File: config.mk
export PLATFORM = sky130hd
export DESIGN_NAME = pmod_jstk_reader_flat
export DESIGN_NICKNAME = d
export VERILOG_FILES = /design/src/rtl/pmod_jstk_reader_pkg.sv /design/src/rtl/pmod_jstk_reader_if.sv /design/src/rtl/pmod_jstk_reader_spi_byte_shifter.sv /design/src/rtl/pmod_jstk_reader.sv /design/src/flat_wrapper.sv
export SDC_FILE = /design/constraint.sdc
export NUM_CORES = 1
export LEC_CHECK = 0
export CORE_ASPECT_RATIO = 1.4
export CORE_MARGIN = 4
export CORE_UTILIZATION = 63
export DETAILED_ROUTE_END_ITERATION = 7
export GPL_TIMING_DRIVEN = 0
export PLACE_DENSITY = 0.84
export SETUP_SLACK_MARGIN = 0.15
export SLEW_MARGIN = 20
export SYNTH_ARGS = -nofsm -noshare
export SYNTH_HDL_FRONTEND = slang
export SYNTH_HIERARCHICAL = 1
export SYNTH_SLANG_ARGS = --single-unit
export TNS_END_PERCENT = 5
File: constraint.sdc
create_clock -name clk -period 5.9 [get_ports clk]
set_clock_uncertainty 0.1 [all_clocks]
set_input_delay 1.475 -clock clk [delete_from_list [all_inputs] [get_ports clk]]
set_output_delay 1.475 -clock clk [all_outputs]
set_load 0.01 [all_outputs]
File: src/rtl/pmod_jstk_reader_pkg.sv
// Shared definitions for the PmodJSTK reader: FSM state encoding, direction
// encoding, frame layout constants and the axis threshold classifier.
package pmod_jstk_reader_pkg;

  typedef enum logic [2:0] {
    IDLE,
    SETUP,
    SHIFT,
    GAP,
    DONE
  } state_t;

  typedef enum logic [1:0] {
    DIR_NONE,
    DIR_NEG,   // left on X, down on Y
    DIR_POS    // right on X, up on Y
  } dir_t;

  // One joystick frame is five bytes: X low, X high, Y low, Y high, buttons.
  localparam int NUM_BYTES          = 5;
  localparam int BTN_BYTE           = 4;
  localparam int BTN_DOWN_CLICK_BIT = 0;
  localparam int BTN_CLICK_BIT      = 1;

  localparam int NUM_AXES = 2;
  localparam int AXIS_X   = 0;
  localparam int AXIS_Y   = 1;

  localparam logic [9:0] AXIS_CENTER = 10'd512;

  // Threshold values themselves count as active.
  function automatic dir_t classify_axis(input logic [9:0] value,
                                         input logic [9:0] low_th,
                                         input logic [9:0] high_th);
    if (value <= low_th) return DIR_NEG;
    if (value >= high_th) return DIR_POS;
    return DIR_NONE;
  endfunction

endpackage

File: src/rtl/pmod_jstk_reader_if.sv
// SPI pin bundle between the reader (master) and the PmodJSTK (slave).
//   SS   : slave select, active low (master -> slave)
//   MOSI : data to joystick, held at 0 (master -> slave)
//   SCLK : SPI mode-0 clock (master -> slave)
//   MISO : data from joystick (slave -> master)
interface pmod_jstk_reader_if;
  logic SS;
  logic MOSI;
  logic SCLK;
  logic MISO;

  modport master (output SS, output MOSI, output SCLK, input MISO);
  modport slave  (input SS, input MOSI, input SCLK, output MISO);
endinterface

File: src/rtl/pmod_jstk_reader_spi_byte_shifter.sv
// Mode-0 SPI byte receiver: generates SCLK for 8 bits and shifts MISO in
// MSB first.
//   clk, rst : system clock, synchronous active-high reset
//   start    : one-cycle request to clock a byte (ignored while busy)
//   miso     : serial data in, sampled on the clk where SCLK rises
//   sclk     : SPI clock out, idles low
//   done     : one-cycle pulse after the 8th falling edge
//   rx_byte  : received byte, valid while done is high
module pmod_jstk_reader_spi_byte_shifter #(
  parameter int SCLK_HALF = 50
) (
  input  logic       clk,
  input  logic       rst,
  input  logic       start,
  input  logic       miso,
  output logic       sclk,
  output logic       done,
  output logic [7:0] rx_byte
);

  localparam int                HALF_W    = $clog2(SCLK_HALF) + 1;
  localparam logic [HALF_W-1:0] HALF_LAST = HALF_W'(SCLK_HALF - 1);

  logic              busy_reg;
  logic [HALF_W-1:0] half_cnt_reg;
  logic [2:0]        bit_cnt_reg;
  logic              sclk_reg;
  logic              done_reg;
  logic [7:0]        shift_reg;

  always_ff @(posedge clk) begin
    if (rst) begin
      busy_reg     <= 1'b0;
      half_cnt_reg <= '0;
      bit_cnt_reg  <= '0;
      sclk_reg     <= 1'b0;
      done_reg     <= 1'b0;
      shift_reg    <= '0;
    end else begin
      done_reg <= 1'b0;
      if (!busy_reg) begin
        if (start) begin
          busy_reg     <= 1'b1;
          half_cnt_reg <= '0;
          bit_cnt_reg  <= '0;
        end
      end else if (half_cnt_reg == HALF_LAST) begin
        half_cnt_reg <= '0;
        if (!sclk_reg) begin
          // Rising edge: the slave has held this bit stable for a full half period.
          sclk_reg  <= 1'b1;
          shift_reg <= {shift_reg[6:0], miso};
        end else begin
          sclk_reg <= 1'b0;
          if (bit_cnt_reg == 3'd7) begin
            busy_reg <= 1'b0;
            done_reg <= 1'b1;
          end else begin
            bit_cnt_reg <= bit_cnt_reg + 3'd1;
          end
        end
      end else begin
        half_cnt_reg <= half_cnt_reg + HALF_W'(1);
      end
    end
  end

  assign sclk    = sclk_reg;
  assign done    = done_reg;
  assign rx_byte = shift_reg;

endmodule

File: src/rtl/pmod_jstk_reader.sv
// Polls one PmodJSTK over SPI and converts each 5-byte reading into cursor
// step pulses (with auto-repeat) plus raw button levels.
//   clk, rst           : system clock, synchronous active-high reset
//   spi                : SPI master pins (SS, MOSI, SCLK, MISO)
//   left/right         : one-clk X step pulses
//   up/down            : one-clk Y step pulses
//   click, down_click  : raw button levels from the last complete frame
//   x_pos, y_pos       : last complete 10-bit axis samples
//   sample_valid       : one-clk pulse when the outputs above update
module pmod_jstk_reader
  import pmod_jstk_reader_pkg::*;
#(
  parameter int         SCLK_HALF    = 50,
  parameter int         SS_SETUP     = 1500,
  parameter int         BYTE_GAP     = 1000,
  parameter int         POLL_PERIOD  = 1_000_000,
  parameter logic [9:0] LOW_TH       = 10'd256,
  parameter logic [9:0] HIGH_TH      = 10'd768,
  parameter int         REPEAT_POLLS = 20
) (
  input  logic                     clk,
  input  logic                     rst,
  pmod_jstk_reader_if.master       spi,
  output logic                     left,
  output logic                     right,
  output logic                     up,
  output logic                     down,
  output logic                     click,
  output logic                     down_click,
  output logic [9:0]               x_pos,
  output logic [9:0]               y_pos,
  output logic                     sample_valid
);

  localparam int WAIT_MAX = (SS_SETUP > BYTE_GAP) ? SS_SETUP : BYTE_GAP;
  localparam int WAIT_W   = $clog2(WAIT_MAX) + 1;
  localparam int POLL_W   = $clog2(POLL_PERIOD) + 1;
  localparam int REP_W    = $clog2(REPEAT_POLLS) + 1;

  localparam logic [WAIT_W-1:0] SETUP_LAST = WAIT_W'(SS_SETUP - 1);
  localparam logic [WAIT_W-1:0] GAP_LAST   = WAIT_W'(BYTE_GAP - 1);
  localparam logic [POLL_W-1:0] POLL_LAST  = POLL_W'(POLL_PERIOD - 1);
  localparam logic [REP_W-1:0]  REP_LAST   = REP_W'(REPEAT_POLLS - 1);
  localparam logic [2:0]        LAST_BYTE  = 3'(NUM_BYTES - 1);

  state_t            state_reg, state_next;
  logic              shift_start;
  logic              shift_done;
  logic [7:0]        shift_rx;
  logic              ss_reg;
  logic [POLL_W-1:0] poll_cnt_reg;
  logic [WAIT_W-1:0] wait_cnt_reg;
  logic [2:0]        byte_idx_reg;
  logic [7:0]        byte_reg [NUM_BYTES];

  logic [9:0]        x_pos_reg, y_pos_reg;
  logic              click_reg, down_click_reg, sample_valid_reg;
  logic [9:0]        axis_sample [NUM_AXES];
  logic [NUM_AXES-1:0] axis_neg, axis_pos;
  logic              unused_high_bits;

  pmod_jstk_reader_spi_byte_shifter #(
    .SCLK_HALF (SCLK_HALF)
  ) u_shifter (
    .clk     (clk),
    .rst     (rst),
    .start   (shift_start),
    .miso    (spi.MISO),
    .sclk    (spi.SCLK),
    .done    (shift_done),
    .rx_byte (shift_rx)
  );

  // ---------------- FSM ----------------
  always_ff @(posedge clk) begin
    if (rst) state_reg <= IDLE;
    else     state_reg <= state_next;
  end

  // start is raised on every entry into SHIFT, so each byte gets one request.
  always_comb begin
    state_next  = state_reg;
    shift_start = 1'b0;
    case (state_reg)
      IDLE:  if (poll_cnt_reg == POLL_LAST) state_next = SETUP;
      SETUP: if (wait_cnt_reg == SETUP_LAST) begin
               state_next  = SHIFT;
               shift_start = 1'b1;
             end
      SHIFT: if (shift_done) state_next = (byte_idx_reg == LAST_BYTE) ? DONE : GAP;
      GAP:   if (wait_cnt_reg == GAP_LAST) begin
               state_next  = SHIFT;
               shift_start = 1'b1;
             end
      DONE:  state_next = IDLE;
      default: state_next = IDLE;
    endcase
  end

  // ---------------- counters, byte store, SS ----------------
  always_ff @(posedge clk) begin
    if (rst) begin
      ss_reg       <= 1'b1;
      poll_cnt_reg <= '0;
      wait_cnt_reg <= '0;
      byte_idx_reg <= '0;
      for (int i = 0; i < NUM_BYTES; i++) byte_reg[i] <= '0;
    end else begin
      // Registered from the next state so SS lines up with the state it belongs to.
      ss_reg <= !(state_next inside {SETUP, SHIFT, GAP});

      // Poll timer only runs while idle; leaving IDLE (or DONE) clears it.
      poll_cnt_reg <= (state_reg == IDLE && state_next == IDLE) ?
                      poll_cnt_reg + POLL_W'(1) : '0;

      // Shared by SETUP and GAP; restarts on every state change.
      wait_cnt_reg <= ((state_reg == SETUP || state_reg == GAP) && state_next == state_reg) ?
                      wait_cnt_reg + WAIT_W'(1) : '0;

      if (state_reg == IDLE)
        byte_idx_reg <= '0;
      else if (state_reg == GAP && state_next == SHIFT)
        byte_idx_reg <= byte_idx_reg + 3'd1;

      if (state_reg == SHIFT && shift_done) begin
        for (int i = 0; i < NUM_BYTES; i++)
          if (byte_idx_reg == 3'(i)) byte_reg[i] <= shift_rx;
      end
    end
  end

  // ---------------- decode ----------------
  assign axis_sample[AXIS_X] = {byte_reg[1][1:0], byte_reg[0]};
  assign axis_sample[AXIS_Y] = {byte_reg[3][1:0], byte_reg[2]};

  // High bits of the axis-high bytes and spare button bits carry nothing we use.
  assign unused_high_bits = ^{byte_reg[1][7:2], byte_reg[3][7:2], byte_reg[BTN_BYTE][7:2]};

  always_ff @(posedge clk) begin
    if (rst) begin
      x_pos_reg        <= AXIS_CENTER;
      y_pos_reg        <= AXIS_CENTER;
      click_reg        <= 1'b0;
      down_click_reg   <= 1'b0;
      sample_valid_reg <= 1'b0;
    end else begin
      sample_valid_reg <= (state_reg == DONE);
      if (state_reg == DONE) begin
        x_pos_reg      <= axis_sample[AXIS_X];
        y_pos_reg      <= axis_sample[AXIS_Y];
        click_reg      <= byte_reg[BTN_BYTE][BTN_CLICK_BIT];
        down_click_reg <= byte_reg[BTN_BYTE][BTN_DOWN_CLICK_BIT];
      end
    end
  end

  // ---------------- per-axis step / auto-repeat ----------------
  genvar gi;
  generate
    for (gi = 0; gi < NUM_AXES; gi++) begin : g_axis
      dir_t             dir_now;
      dir_t             prev_dir_reg;
      logic [REP_W-1:0] rep_cnt_reg;
      logic             neg_pulse_reg, pos_pulse_reg;

      assign dir_now = classify_axis(axis_sample[gi], LOW_TH, HIGH_TH);

      always_ff @(posedge clk) begin
        if (rst) begin
          prev_dir_reg  <= DIR_NONE;
          rep_cnt_reg   <= '0;
          neg_pulse_reg <= 1'b0;
          pos_pulse_reg <= 1'b0;
        end else begin
          neg_pulse_reg <= 1'b0;
          pos_pulse_reg <= 1'b0;
          if (state_reg == DONE) begin
            prev_dir_reg <= dir_now;
            if (dir_now == DIR_NONE) begin
              rep_cnt_reg <= '0;
            end else if (dir_now != prev_dir_reg || rep_cnt_reg == REP_LAST) begin
              // New direction, or held long enough for the next repeat step.
              rep_cnt_reg   <= '0;
              neg_pulse_reg <= (dir_now == DIR_NEG);
              pos_pulse_reg <= (dir_now == DIR_POS);
            end else begin
              rep_cnt_reg <= rep_cnt_reg + REP_W'(1);
            end
          end
        end
      end

      assign axis_neg[gi] = neg_pulse_reg;
      assign axis_pos[gi] = pos_pulse_reg;
    end
  endgenerate

  // ---------------- outputs ----------------
  assign spi.SS       = ss_reg;
  assign spi.MOSI     = 1'b0;
  assign left         = axis_neg[AXIS_X];
  assign right        = axis_pos[AXIS_X];
  assign down         = axis_neg[AXIS_Y];
  assign up           = axis_pos[AXIS_Y];
  assign click        = click_reg;
  assign down_click   = down_click_reg;
  assign x_pos        = x_pos_reg;
  assign y_pos        = y_pos_reg;
  assign sample_valid = sample_valid_reg;

endmodule

File: src/flat_wrapper.sv
// flat-port wrapper written by rule: the top's interface ports become plain ports
module pmod_jstk_reader_flat import pmod_jstk_reader_pkg::*;
#(
  parameter int         SCLK_HALF    = 50,
  parameter int         SS_SETUP     = 1500,
  parameter int         BYTE_GAP     = 1000,
  parameter int         POLL_PERIOD  = 1_000_000,
  parameter logic [9:0] LOW_TH       = 10'd256,
  parameter logic [9:0] HIGH_TH      = 10'd768,
  parameter int         REPEAT_POLLS = 20
)
  (clk, rst, left, right, up, down, click, down_click, x_pos, y_pos, sample_valid, spi_SS, spi_MOSI, spi_SCLK, spi_MISO);
  pmod_jstk_reader_if spi_i ();
  input  logic clk;
  input  logic rst;
  output logic left;
  output logic right;
  output logic up;
  output logic down;
  output logic click;
  output logic down_click;
  output logic [9:0] x_pos;
  output logic [9:0] y_pos;
  output logic sample_valid;
  output wire logic [$bits(spi_i.SS)-1:0] spi_SS;
  output wire logic [$bits(spi_i.MOSI)-1:0] spi_MOSI;
  output wire logic [$bits(spi_i.SCLK)-1:0] spi_SCLK;
  input wire logic [$bits(spi_i.MISO)-1:0] spi_MISO;
  assign spi_SS = spi_i.SS;
  assign spi_MOSI = spi_i.MOSI;
  assign spi_SCLK = spi_i.SCLK;
  assign spi_i.MISO = spi_MISO;
  pmod_jstk_reader #(.SCLK_HALF(SCLK_HALF), .SS_SETUP(SS_SETUP), .BYTE_GAP(BYTE_GAP), .POLL_PERIOD(POLL_PERIOD), .LOW_TH(LOW_TH), .HIGH_TH(HIGH_TH), .REPEAT_POLLS(REPEAT_POLLS)) u_core (.clk(clk), .rst(rst), .spi(spi_i), .left(left), .right(right), .up(up), .down(down), .click(click), .down_click(down_click), .x_pos(x_pos), .y_pos(y_pos), .sample_valid(sample_valid));
endmodule
==> results.toml <==
[grt]
antenna_found_initial = 0
grt_pass1_vias = 4247
grt_start_max_net_pins = 17
overflow = 0
grt_pass1_wl_um = 18600
track_usage_pct = 22.7

[sta]
tightest_slew_ps = 742
maxSlewHeadroom_pct = 50.0
final-max-slew-violation-count = 0
setup-violations-final = 0
period_needed_ps = 3560
finalCritPeriodShare_pct = 60.3
setup_ws_ps = 2340
max_freq_ghz = 0.281
finalHoldViolCount = 0
rsz0062_at_grt = "no"
setup_tns_ps = 0

[pwr]
leakagePower_nw = 2.21
vdd_drop_max_mv = 0.234
p_per_area_nw_per_um2 = 294
power.total_mw = 1.89

[die]
start_util_pct = 65.3
fp.dieW_um = 86.4
io_pins = 33
coreArea_um2 = 8300
die_h_um = 118
die_area_um2 = 10200
num_rows = 39

[synthesis]
synth_cell_types = 58
synth_fp_nets = 606
ys.flop_type = "dfxtp_1"
yosysWarnings = 6
synth_edf_count = 22
syn-cell-area_um2 = 5420
yosysSeqAreaShare_pct = 50.6
avgSynthCellArea_um2 = 9.18
ys_seq_elements = 126
async_flop_share_pct = 0
postSynthCellCount = 590

[flow_run]
max_cap_viol_count = 0

[route]
viasPerCell = 5.79
first_pass_iters = 5
wire_per_inst_um = 14.8
drt-initial-drc-count = 257
drc_errors = 0
drt-total-wl_um = 11200
via_count = 4363
ant_nets = 0

[setup_path]
criticalPathCategory = "in -> reg"
r2r-end = "u_core/u_shifter/bit_cnt_reg[1]"
end_kind = "flip-flop"
required_ps = 5880
crit_path_max_fanout = 12
cp_data_arrival_time_ps = 3530
rrSetupSlack_ps = 3510
ff2ff_path_depth = 7
start_kind = "primary input"
rr_startpoint = "u_core/wait_cnt_reg[2]"

[layout]
drive_gt1_share_pct = 7.22
fin_util_pct = 77.3
synthToLayoutAreaGrowth_pct = 18.4
nNetsFinal = 656
largest_register_ffs = 22
fillers = 521
antennaDiodeCount = 0

[cts]
cts_tree = "done"
h-tree-depth = 4
post_cts_resized = 0
postCtsSetupBuffers = 0
clk_pin_slew_worst_paths_ps = 50
insertion_delay_ps = 410
cts-hold-fix-buffers = 0
clk_path_buf_depth = 2
clockRootBuffer = "clkbuf_16"
cts.sinks = 126
numCtsBuffers = 17

[worst_hold_path]
min_from = "u_core/x_pos[7]"
hold_end = "u_core/x_pos[7]"
hold_path_class = "reg -> reg"
hold_path_depth = 2

[placed_design]
dp_hpwl_um = 7590
finalWeightedCongestion = 0.864
pre_cts_ws_ps = 2020
numPortBuffers = 31

[outcome]
outcome = "finished, final reports clean"
-- synth_stat cells (all sizes together) (2+ instances only) --
master | instances | area [µm²]
xnor2 | 18 | 158
a21oi | 45 | 225
nor3b | 3 | 22.5
edfxtp | 22 | 661
clkbuf | 16 | 61.3
nand3 | 27 | 135
or3b | 2 | 17.5
nor3 | 21 | 128
o211a | 2 | 20.0
nand2b | 14 | 87.6
buf | 8 | 52.6
nor2b | 5 | 31.3
nor4 | 10 | 77.6
dfxtp | 104 | 2080
nand2 | 80 | 300
xor2 | 16 | 140
nand3b | 4 | 30.0
ha | 13 | 163
a31oi | 4 | 25.0
mux2i | 9 | 90.1
nor2 | 63 | 236
a21o | 4 | 30.0
nor4b | 4 | 35.0
o21bai | 2 | 15.0
or2 | 5 | 31.3
or3 | 6 | 42.5
nand4 | 12 | 75.1
o2111ai | 2 | 17.5
o311ai | 3 | 26.3
and3 | 8 | 50.1
inv | 13 | 48.8
and2 | 11 | 68.8
o22ai | 2 | 12.5
o21ai | 16 | 80.1
-- how the worst max path moves through the flow --
stage | depth (start not counted) | start | endpoint
after floorplan | 3 | rst | u_core/byte_reg[0][0]
after global placement | 4 | rst | u_core/byte_reg[0][7]
after detailed placement | 4 | rst | u_core/byte_reg[0][5]
after CTS | 4 | rst | u_core/byte_reg[0][5]
after global routing | 4 | rst | u_core/byte_reg[2][2]
final | 4 | rst | u_core/byte_reg[0][7]
-- cells by family (layout without fill, tap and decap cells) --
kind of cell               Yosys count  after routing  share of synthesized area, %
other                                1              1                        0.0692
adders and majority gates           13             13                          3.00
and+or+nand+nor                    282            282                          26.5
DFF                                126            126                          50.6
xor gates and xnor gates            34             34                          5.50
AOI/OAI and AO/OA                   87             87                          9.43
muxes                               10             10                          1.87
buffers and inverters               37             98                          3.00
-- cell type report --
type | count | area (µm²) | area share [%]
multi-input combinational | 427 | 2510 | 39.1
buffer | 24 | 114 | 1.77
inverter | 13 | 48.8 | 0.761
timing repair buffer | 31 | 310 | 4.84
clock inverter | 6 | 58.8 | 0.917
sequential | 126 | 2740 | 42.8
tap | 102 | 128 | 1.99
clock buffer | 24 | 502 | 7.82
-- power breakdown --
group	total, mW	switching [mW]	internal, mW
logic	0.0305	0.0205	0.0101
clock network	0.968	0.341	0.627
registers	0.888	0.00561	0.883
total	1.89	0.367	1.52
-- through the flow --
step	instance area, µm²	hold slack (ps)	instances
after floorplan	5420	329	590
after global placement	5850	339	723
after detailed placement	5850	346	723
after CTS	6410	353	753
after global routing	6410	372	753
final	6410	353	753
-- placed cells by master, fill, tap and decap left out, drive strengths merged, types with 4 or more instances in the layout --
master / instances
a21oi: 45
nor4: 10
nor3: 21
clkinv: 5
clkdlybuf4s50: 31
edfxtp: 22
or3: 6
clkbuf: 40
mux2i: 9
xnor2: 18
inv: 13
nor4b: 4
nand2b: 14
a21o: 4
nor2b: 5
nor2: 63
xor2: 16
buf: 8
nand3b: 4
and3: 8
ha: 13
a31oi: 4
o21ai: 16
dfxtp: 104
nand4: 12
or2: 5
nand3: 27
nand2: 80
and2: 11
-- metal layers --
metal	routed length [µm]	GRT usage, %
met3	596	7.21
met2	5770	38.9
met4	348	11.5
met5	0	0
met1	4440	24.6
-- worst max-delay path: stages --
cell             delay, ps
clkdlybuf4s50_1        780
clkbuf_1               470
buf_1                  470
a21o_1                 330
No activity file was read; power rests on OpenSTA's default activity.
